File: src/rtl/pipe_share_arbiter.sv
// Two-source round-robin arbiter feeding one registered pipeline stage, with
// per-source flush sequencing (stall, discard held word, pulse flush, acknowledge).
module pipe_share_arbiter #(
    parameter int unsigned DATA_W       = 32,
    parameter int unsigned FLUSH_CYCLES = 4
) (
    input  logic              clk,
    input  logic              reset,

    input  logic [DATA_W-1:0] req_data0,
    input  logic              req_valid0,
    output logic              req_ready0,
    input  logic              flush_req0,

    input  logic [DATA_W-1:0] req_data1,
    input  logic              req_valid1,
    output logic              req_ready1,
    input  logic              flush_req1,

    output logic [DATA_W-1:0] out_data,
    output logic              out_src,
    output logic              out_valid,
    input  logic              out_ready,

    output logic              flush_out,
    output logic              flush_src,
    output logic [1:0]        flush_ack
);

    typedef enum logic [1:0] {StRun, StFlush, StAck} state_e;

    localparam logic [7:0] CntInit = 8'(FLUSH_CYCLES - 1);

    state_e     state_q;
    logic       last_grant_q;
    logic [7:0] flush_cnt_q;

    logic load_en;
    logic any_flush;
    logic flush_sel;
    logic run_open;
    logic grant_any;
    logic grant;
    logic accept;

    always_comb begin
        load_en   = !out_valid || out_ready;
        any_flush = flush_req0 || flush_req1;
        // Source 0 wins simultaneous flush requests; the other stays pending.
        flush_sel = !flush_req0;
        run_open  = (state_q == StRun) && !any_flush && load_en;
        grant_any = req_valid0 || req_valid1;
        grant     = (req_valid0 && req_valid1) ? !last_grant_q : req_valid1;
        req_ready0 = run_open && grant_any && !grant;
        req_ready1 = run_open && grant_any && grant;
        accept     = run_open && grant_any;
    end

    always_ff @(posedge clk) begin
        if (reset) begin
            state_q      <= StRun;
            last_grant_q <= 1'b1;
            flush_cnt_q  <= 8'd0;
            out_data     <= '0;
            out_src      <= 1'b0;
            out_valid    <= 1'b0;
            flush_out    <= 1'b0;
            flush_src    <= 1'b0;
            flush_ack    <= 2'b00;
        end else begin
            flush_ack <= 2'b00;
            // A held word drains on handshake in every state unless replaced below.
            if (out_valid && out_ready) begin
                out_valid <= 1'b0;
            end

            case (state_q)
                StRun: begin
                    if (any_flush) begin
                        state_q     <= StFlush;
                        flush_src   <= flush_sel;
                        flush_out   <= 1'b1;
                        flush_cnt_q <= CntInit;
                        if (out_valid && (out_src == flush_sel)) begin
                            out_valid <= 1'b0;
                        end
                    end else if (accept) begin
                        out_data     <= grant ? req_data1 : req_data0;
                        out_src      <= grant;
                        out_valid    <= 1'b1;
                        last_grant_q <= grant;
                    end
                end
                StFlush: begin
                    if (flush_cnt_q == 8'd0) begin
                        flush_out            <= 1'b0;
                        flush_ack[flush_src] <= 1'b1;
                        state_q              <= StAck;
                    end else begin
                        flush_cnt_q <= flush_cnt_q - 8'd1;
                    end
                end
                StAck: begin
                    last_grant_q <= flush_src;
                    state_q      <= StRun;
                end
                default: begin
                    state_q <= StRun;
                end
            endcase
        end
    end

`ifndef SYNTHESIS
    a_ready_onehot: assert property (@(posedge clk) disable iff (reset)
        !(req_ready0 && req_ready1));
    a_no_ready_in_flush: assert property (@(posedge clk) disable iff (reset)
        (state_q != StRun) |-> !(req_ready0 || req_ready1));
`endif

endmodule

File: config.mk
export PLATFORM = sky130hd
export DESIGN_NAME = pipe_share_arbiter
export DESIGN_NICKNAME = d
export VERILOG_FILES = /design/src/rtl/pipe_share_arbiter.sv
export SDC_FILE = /design/constraint.sdc
export NUM_CORES = 1
export LEC_CHECK = 0
export CAP_MARGIN = 25
export CORE_ASPECT_RATIO = 1.4
export CORE_MARGIN = 5
export CORE_UTILIZATION = 40
export CTS_CLUSTER_DIAMETER = 30
export CTS_CLUSTER_SIZE = 24
export DETAILED_ROUTE_END_ITERATION = 8
export GPL_ROUTABILITY_DRIVEN = 1
export HOLD_SLACK_MARGIN = 0.06
export MAX_ROUTING_LAYER = met4
export PLACE_DENSITY = 0.89
export SLEW_MARGIN = 20
export SYNTH_ARGS = -nofsm -noshare
export SYNTH_HDL_FRONTEND = slang
export SYNTH_SLANG_ARGS = --single-unit
File: constraint.sdc
create_clock -name clk -period 1.9 [get_ports clk]
set_input_delay 0.38 -clock clk [delete_from_list [all_inputs] [get_ports clk]]
set_output_delay 0.38 -clock clk [all_outputs]
set_load 0.02 [all_outputs]
==> results.ini <==
[setup_path]
cp_slowest_cell=clkdlybuf4s50_1
cp.required_ns=2.14
path_cells=clkdlybuf4s50_1 -> buf_4 -> nor3_2 -> or4_4 -> or4_1 -> a21boi_1
start_kind=input port
cp.buffers_inverters=2
crit_fanout=4
path_class=input port to flop
crit_path_max_incr_delay_ns=0.50
path_delay_family=simple AND/OR/NAND/NOR gates
worstPathArrival_ns=2.11
cp-end-kind=flop

[placed_design]
gp_congestion=0.9039
hpwlAfterDp_um=4935
placed_area_sq_um=3488
io_buffer_count=110

[synth]
async_flop_share_pct=0
synth_nets=314
synth_area_sq_um=2271
ys_seq_area_share_pct=43.20
netlist_instances=241
synth_area_leader_cell=dfxtp_1
synth_ff_type=dfxtp_1
yosysWarnings=0
synth_seq_cells=49
netlist-cell-type-count=40
synth-edff-count=0
synthTopCellsByArea=dfxtp_1, mux2i_1, a211oi_1
synth.top_cell.area_share_pct=43.20
avgSynthCellArea_sq_um=9.423

[detailed_routing]
first_iter_violations=70
antenna_left=0
drcViolationCount=0
wire_per_inst_um=14.58
dr.pass1.iters=4
vias=2206
wirelength_um=6211
avgViaCountPerCell=5.178

[global_route]
grt_pass1_wl_um=10370
grt_pass1_vias=2314
antenna_found_initial=0
overflow=0
grt_util_all_layers_pct=18.35
grt_start_max_net_pins=43

[cells_and_area]
fill_cells=437
final_area_sq_um=3612
diodes=0
area_delta_synth_final_pct=59.06
mostFrequentLayoutCells=clkdlybuf4s50_1, dfxtp_1, mux2i_1
layout_commonest_cell=clkdlybuf4s50_1
final_nets=430
drive_gt1_share_pct=11.45

[timing]
hold_violations=0
grt_setup_unrepaired=yes
setup_viol=0
holdWs_ns=0.4928
finClkSkew_ns=0.008972
final.setup.tns_ns=0
maxSlewViolCount=0
fin_crit_sh_pct=98.51
tightest_slew_ns=0.4136
max_freq_ghz=0.5343
relSlewSlack_pct=72.43
layout_min_cycle_time_ns=1.872

[run_status]
status=finished, final reports clean

[min_path]
hold_class=input port to flop

[cts]
cts_sinks=49
htreeDepth=2
hold_buffers=0
clock_latency_ns=0.30
cts_root_buffer=clkbuf_8
cts_tree=yes
clockBufferDepth=2
clk_pin_slew_ns=0.09
cts_made_buffers=5

[die]
fp-row-count=32
io_pins=111
dieArea_sq_um=7305
design.core.area_sq_um=5525
die_w_um=73.68
initial_utilization_pct=41.10
fp.dieH_um=99.15

[pwr]
p_per_area_nw_per_um2=901.4
ir_drop_uv=534.1
leakage_nw=1.351

[run]
drv_cap=0

## where the power goes
group / switching (mW) / internal [mW] / leakage [nW] / total [mW]
registers: 0.122 / 1.19 / 0.401 / 1.31
clock network: 0.339 / 0.295 / 0.0512 / 0.634
logic: 0.645 / 0.668 / 0.899 / 1.31
## Yosys cell counts (2+ instances only)
cell / n
nand2_1: 10
a221oi_1: 2
buf_6: 2
a21boi_0: 2
ha_1: 2
nor3_1: 3
o211ai_1: 2
dfxtp_1: 49
mux2i_1: 36
a211oi_1: 33
nor2_1: 36
a21oi_1: 4
and2_1: 2
nor4_1: 2
nor2b_1: 2
o21ai_0: 5
inv_1: 5
or2_2: 2
nand2b_1: 5
clkbuf_1: 6
nor3b_1: 2
buf_2: 11
## logic make-up (layout without fill, tap and decap cells)
group	Yosys count	after routing	synth area share, %
simple gates	73	73	16.42
compound gates	56	56	17.80
flops	49	49	43.20
mux	36	36	15.87
buf+inv	24	141	5.234
fa+ha+maj	2	2	1.102
xor+xnor	1	1	0.3857
## repair_timing
action                     in CTS  in global routing
buffers inserted                1                  1
pin swaps                       1                  2
resized for setup              14                  5
setup endpoints to repair       2                  6
cloned                          0                  0
## cell type report
type / count / area [sq um] / area share, %
flip-flops and latches: 49 / 980.9 / 27.16
well taps: 68 / 85.08 / 2.355
clock buffers: 6 / 82.58 / 2.286
multi-input cells: 168 / 1201 / 33.25
repair buffers: 128 / 1230 / 34.05
inverters: 5 / 18.77 / 0.5196
clock inverters: 2 / 13.76 / 0.3810
## state kept, by name, indices dropped and copies added, names as in the netlist
signal and count:
out_src 1, out_data 32, out_valid 1, flush_ack 2, flush_src 1, flush_out 1, state_q 2, last_grant_q 1
flush_cnt_q 8
## worst register-to-register path: stages (launching register included)
cell	delay (ns)
dfxtp_1	0.39
inv_1	0.10
ha_1	0.21
nor4bb_1	0.15
and2_1	0.25
or4_1	0.50
a21boi_1	0.15
## routing by layer
metal  GRT usage, %  wire length [um]
met4          5.579                96
met2          33.33              3335
met1          18.66              2329
met5              -                 0
met3          4.954               450
## path summary, 6_finish.rpt
check / startpoint / to / slack, ns / depth (start not counted)
min: out_ready / out_valid$_SDFF_PP0_ / 0.49 / 4
max: flush_req0 / flush_cnt_q[3]$_SDFFE_PP0P_ / 0.03 / 6
max reg2reg: flush_cnt_q[0]$_SDFFE_PP0P_ / flush_cnt_q[3]$_SDFFE_PP0P_ / 0.08 / 6
min reg2reg: out_data[27]$_SDFFE_PP0P_ / out_data[27]$_SDFFE_PP0P_ / 0.50 / 2
## through the flow
stage	util, %	worst slack, ns	power, mW	instances
floorplan	-	0.06921	2.106	241
global placement	63.13	-0.5761	2.581	416
global route	65.38	-0.001424	3.477	426
finish	65.38	0.02839	3.256	426
detailed placement	63.13	-0.5798	2.625	416
CTS	64.90	0.01254	3.270	425
(Power assumes the default switching activity.)
